$ cat config.mk
export PLATFORM = sky130hd
export DESIGN_NAME = dc_32to8_flat
export DESIGN_NICKNAME = d
export VERILOG_FILES = /design/src/rtl/dc_32to8_if.sv /design/src/rtl/dc_32to8.sv /design/src/flat_wrapper.sv
export SDC_FILE = /design/constraint.sdc
export NUM_CORES = 1
export LEC_CHECK = 0
export CELL_PAD_IN_SITES_DETAIL_PLACEMENT = 0
export CELL_PAD_IN_SITES_GLOBAL_PLACEMENT = 2
export CORE_MARGIN = 3
export CORE_UTILIZATION = 33
export DETAILED_ROUTE_END_ITERATION = 8
export GPL_TIMING_DRIVEN = 1
export PLACE_DENSITY = 0.85
export SYNTH_ARGS = -nofsm -noshare
export SYNTH_HDL_FRONTEND = slang
export SYNTH_SLANG_ARGS = --single-unit
export TNS_END_PERCENT = 20
$ cat constraint.sdc
create_clock -name clk -period 4.77 [get_ports clk]
set_clock_uncertainty 0.05 [all_clocks]
set_input_delay 1.431 -clock clk [delete_from_list [all_inputs] [get_ports clk]]
set_output_delay 1.431 -clock clk [all_outputs]
set_load 0.03 [all_outputs]
$ cat src/rtl/dc_32to8_if.sv
// Word-side and byte-side handshake bundle for the 32->8 downsizer.
// The slave modport is the downsizer's view; master is the environment driving it.
interface dc_32to8_if;
  logic        s_vld_i;
  logic        s_rdy_o;
  logic [31:0] s_data_i;
  logic        s_sof_i;
  logic        s_eof_i;
  logic [1:0]  s_be_i;
  logic        m_vld_o;
  logic        m_rdy_i;
  logic [7:0]  m_data_o;
  logic        m_sof_o;
  logic        m_eof_o;

  modport slave (
    input  s_vld_i, s_data_i, s_sof_i, s_eof_i, s_be_i, m_rdy_i,
    output s_rdy_o, m_vld_o, m_data_o, m_sof_o, m_eof_o
  );

  modport master (
    output s_vld_i, s_data_i, s_sof_i, s_eof_i, s_be_i, m_rdy_i,
    input  s_rdy_o, m_vld_o, m_data_o, m_sof_o, m_eof_o
  );
endinterface

$ cat src/rtl/dc_32to8.sv
// Width downsizer: 32-bit word stream with sof/eof/byte-index in, 8-bit byte stream out.
// One word register is drained a byte per cycle; the next word reloads on the final byte.
module dc_32to8 #(
  parameter bit MSB_FIRST = 1'b0
) (
  input logic        clk,
  input logic        rst,
  dc_32to8_if.slave  bus
);

  logic        rst_r_q;
  logic        full_q, full_d;
  logic [1:0]  idx_q, idx_d;
  logic [31:0] data_q, data_d;
  logic        sof_q, sof_d;
  logic        eof_q, eof_d;
  logic [1:0]  last_q, last_d;

  logic        wr, rd, done;
  logic [1:0]  sel;

  assign rd   = full_q & bus.m_rdy_i;
  assign done = rd & (idx_q == last_q);

  // rst is folded in so ready/valid are already low before the first edge of reset.
  assign bus.s_rdy_o = !rst & !rst_r_q & (!full_q | done);
  assign wr          = bus.s_vld_i & bus.s_rdy_o;

  assign sel          = MSB_FIRST ? (2'd3 - idx_q) : idx_q;
  assign bus.m_vld_o  = !rst & full_q;
  assign bus.m_data_o = rst ? '0 : data_q[{sel, 3'b000} +: 8];
  assign bus.m_sof_o  = !rst & full_q & sof_q & (idx_q == 2'd0);
  assign bus.m_eof_o  = !rst & full_q & eof_q & (idx_q == last_q);

  always_comb begin
    full_d = full_q;
    idx_d  = idx_q;
    data_d = data_q;
    sof_d  = sof_q;
    eof_d  = eof_q;
    last_d = last_q;
    if (wr) begin
      full_d = 1'b1;
      idx_d  = '0;
      data_d = bus.s_data_i;
      sof_d  = bus.s_sof_i;
      eof_d  = bus.s_eof_i;
      last_d = bus.s_eof_i ? bus.s_be_i : 2'd3;
    end else if (done) begin
      full_d = 1'b0;
      idx_d  = '0;
    end else if (rd) begin
      idx_d  = idx_q + 2'd1;
    end
  end

  always_ff @(posedge clk) begin
    if (rst) begin
      rst_r_q <= 1'b1;
      full_q  <= 1'b0;
      idx_q   <= '0;
      data_q  <= '0;
      sof_q   <= 1'b0;
      eof_q   <= 1'b0;
      last_q  <= 2'd3;
    end else begin
      rst_r_q <= 1'b0;
      full_q  <= full_d;
      idx_q   <= idx_d;
      data_q  <= data_d;
      sof_q   <= sof_d;
      eof_q   <= eof_d;
      last_q  <= last_d;
    end
  end

endmodule

$ cat src/flat_wrapper.sv
// flat-port wrapper written by rule: the top's interface ports become plain ports
module dc_32to8_flat 
#(
  parameter bit MSB_FIRST = 1'b0
)
  (clk, rst, bus_s_vld_i, bus_s_data_i, bus_s_sof_i, bus_s_eof_i, bus_s_be_i, bus_m_rdy_i, bus_s_rdy_o, bus_m_vld_o, bus_m_data_o, bus_m_sof_o, bus_m_eof_o);
  dc_32to8_if bus_i ();
  input logic clk;
  input logic rst;
  input wire logic [$bits(bus_i.s_vld_i)-1:0] bus_s_vld_i;
  input wire logic [$bits(bus_i.s_data_i)-1:0] bus_s_data_i;
  input wire logic [$bits(bus_i.s_sof_i)-1:0] bus_s_sof_i;
  input wire logic [$bits(bus_i.s_eof_i)-1:0] bus_s_eof_i;
  input wire logic [$bits(bus_i.s_be_i)-1:0] bus_s_be_i;
  input wire logic [$bits(bus_i.m_rdy_i)-1:0] bus_m_rdy_i;
  output wire logic [$bits(bus_i.s_rdy_o)-1:0] bus_s_rdy_o;
  output wire logic [$bits(bus_i.m_vld_o)-1:0] bus_m_vld_o;
  output wire logic [$bits(bus_i.m_data_o)-1:0] bus_m_data_o;
  output wire logic [$bits(bus_i.m_sof_o)-1:0] bus_m_sof_o;
  output wire logic [$bits(bus_i.m_eof_o)-1:0] bus_m_eof_o;
  assign bus_i.s_vld_i = bus_s_vld_i;
  assign bus_i.s_data_i = bus_s_data_i;
  assign bus_i.s_sof_i = bus_s_sof_i;
  assign bus_i.s_eof_i = bus_s_eof_i;
  assign bus_i.s_be_i = bus_s_be_i;
  assign bus_i.m_rdy_i = bus_m_rdy_i;
  assign bus_s_rdy_o = bus_i.s_rdy_o;
  assign bus_m_vld_o = bus_i.m_vld_o;
  assign bus_m_data_o = bus_i.m_data_o;
  assign bus_m_sof_o = bus_i.m_sof_o;
  assign bus_m_eof_o = bus_i.m_eof_o;
  dc_32to8 #(.MSB_FIRST(MSB_FIRST)) u_core (.clk(clk), .rst(rst), .bus(bus_i));
endmodule
==> results.tsv, run 1 <==
metric	value	unit
seqCellArea	801	sq um
yosys.area.top_type	dfxtp_1	
maxCapViolations	0	
critPathTopFamily	buffers and inverters	
dr_total_vias	1520	
slew_headroom	0.477	
gp_congestion	0.793	
fill_cells	580	
drt-pass1-iter-count	4	
hold_violations	0	
yosysSeqAreaShare	0.372	
placed_area	2700	sq um
worst_ep_arrival_time	2.79	ns
row_count	28	
antenna_left	0	
grt-ovfl-total	0	
root_buffer	clkbuf_8	
syn-instance-count	208	
die_area	7530	sq um
post_cts_buffers	0	
min_path_type	reg -> reg	
synthMuxAreaShare	0.251	
powerDensity	281	nW/um^2
dp.cells	324	
finalSetupViolations	0	
core-area	6130	sq um
tns	0	ns
fmax	0.234	GHz
cts.clk_slew.worst_paths	0.07	ns
final_cells	332	
finalCritPeriodShare	0.895	
syn2layout_area_growth	31.1	%
drtIter0Drc	37	
initial_core_util	0.351	
die_width	86.8	microns
dp_hpwl	2940	microns
criticalPathCategory	in -> out	
crit_required	3.29	ns
die_y	86.8	microns
grtUsageTotal	0.121	
worst_slew_pin_slew	0.785	ns
async_reset_ff_frac	0	
cts_tree	yes	
finalMaxSlewViolations	0	
yosys-top-cells-count	69 x nand2b_1, 40 x dfxtp_1, 36 x mux2i_1	
critPathBufInv	3	
n_antenna_cell	0	
slowest_delay	0.47	ns
yosys.area_share.simple	0.261	
cts_hold_buf	0	
syn_area_per_cell	10.4	sq um
grt_pass1_wl	7250	microns
finalPower	793	uW
cts_num_sinks	40	
fin_area	2830	sq um
status	finished, final reports clean	
fin_crit	4.27	ns
worst_setup_path_start_kind	input pin	
cp_cell_sequence	clkdlybuf4s50_1 > inv_1 > o31ai_1 > nor3b_1 > dlymetal6s2s_1	
synth_top_family_by_area	simple AND/OR/NAND/NOR gates	
cts_made_buffers	5	
synthTopCellsByArea	dfxtp_1 37%, nand2b_1 20%, mux2i_1 17%, mux4_2 8.4%, buf_12 2.8%	
via_per_inst	4.58	
grt_pass1_vias	1597	
syn_nets	249	
htree_levels	2	
synth_xor_area_frac	0.0151	
synth_top_area_frac	0.372	
ctsLongestPathBuffers	2	
drcViolationCount	0	
wl_per_cell	12.7	microns
ys_types	27	
worst_setup_path_end_kind	output port	
synth_compound_area_frac	0.0314	
clock_latency	0.29	ns
multiInputGateArea	1230	sq um
rsz0062_at_grt	no	
synthAdderAreaFrac	0.00581	
grt_max_degree	39	
synth_area	2150	sq um
pin_count	52	
nNetsFinal	297	
power.leakage	1.01	nW
synth_edf_count	0	
ctsResizeCount	0	
io_buffers	51	
antenna_found_initial	0	
yosysMostFrequentCell	nand2b_1	
yosys_warnings	0	
drive_gt1_frac	0.109	
peakVddDrop	0.112	mV
slowest_stage	clkdlybuf4s50_1	
whs	0.419	ns
cp_max_fo	3	
yosys_register_bits	40	
synth_flop_cell	dfxtp_1	
detail_route.wirelength	4200	microns
through the flow:
step                      setup WS [ns]   util
after floorplan                   0.371      -
after global routing              0.361  0.461
after global placement            0.120  0.440
after CTS                        0.0969  0.460
final                             0.502  0.461
after detailed placement          0.121  0.440
layout make-up:
| type | instances | share of cell area |
|---|---|---|
| flip-flops and latches | 40 | 0.283 |
| inverters | 3 | 0.00399 |
| multi-input cells | 149 | 0.434 |
| clock inverters | 1 | 0.0106 |
| repair buffers | 57 | 0.200 |
| well taps | 75 | 0.0332 |
| clock buffers | 7 | 0.0341 |
cell usage in the layout, fill, tap and decap left out, drive strengths merged:
cell type	count
o32ai	1
o31ai	1
bufinv	1
mux2i	36
nor3	1
nand2b	69
dfxtp	40
buf	7
xor2	2
ha	1
clkdlybuf4s50	49
o21ai	1
mux4	8
nand2	2
nor3b	1
nand3	2
dlymetal6s2s	1
and3	1
nor2b	9
clkbuf	7
nand3b	1
a311oi	1
or2	2
nor2	5
o211ai	2
inv	3
a21oi	3
state kept, by name, summed over array words and instances (netlist names):
name	cells
u_core.data_q	32
u_core.eof_q	1
u_core.full_q	1
u_core.idx_q	2
u_core.last_q	2
u_core.rst_r_q	1
u_core.sof_q	1
metal layers:
metal | track usage | vias to the layer above | wire (microns)
met5 | 0 | - | 0
met4 | 0.0425 | 0 | 53
met3 | 0.0323 | 6 | 243
met2 | 0.188 | 38 | 1820
met1 | 0.162 | 686 | 2090
li1 | - | 790 | -
cell families (layout without fill, tap and decap cells):
group | count (synthesis) | in the layout
compound gates | 9 | 9
xor+xnor | 2 | 2
fa+ha+maj | 1 | 1
buf+inv | 19 | 68
flops | 40 | 40
mux | 44 | 44
simple gates | 93 | 93
path summary, 6_finish.rpt:
kind	slack (ns)	cells after the start	to	from
setup / recovery	0.50	5	bus_s_rdy_o	bus_m_rdy_i
hold / removal	0.42	2	u_core.data_q[25]	u_core.data_q[25]
setup reg to reg	2.32	4	u_core.data_q[18]	u_core.idx_q[1]
hold reg to reg	0.42	2	u_core.data_q[25]	u_core.data_q[25]
power by group:
group,switching [mW],leakage [nW],internal [mW]
logic,0.0509,0.619,0.0778
registers,0.0125,0.327,0.351
clock network,0.116,0.0645,0.185
total,0.179,1.01,0.614
tightest hold or removal path: cells and delay by family, from the launching register on:
family | cells | cell delay (ns)
AND/OR/NAND/NOR | 1 | 0.06
multiplexers | 1 | 0.05
flip-flops | 1 | 0.31
Power figures use the tool's default switching activity.
==> run 2, diff against run 1 <==
CTS_BUF_LIST = sky130_fd_sc_hd__clkbuf_8 sky130_fd_sc_hd__clkbuf_16   (was unset)
SLEW_MARGIN = 10   (was unset)
==> results of run 2 <==
Final layout, timing and power as in run 1 (identical DEF).
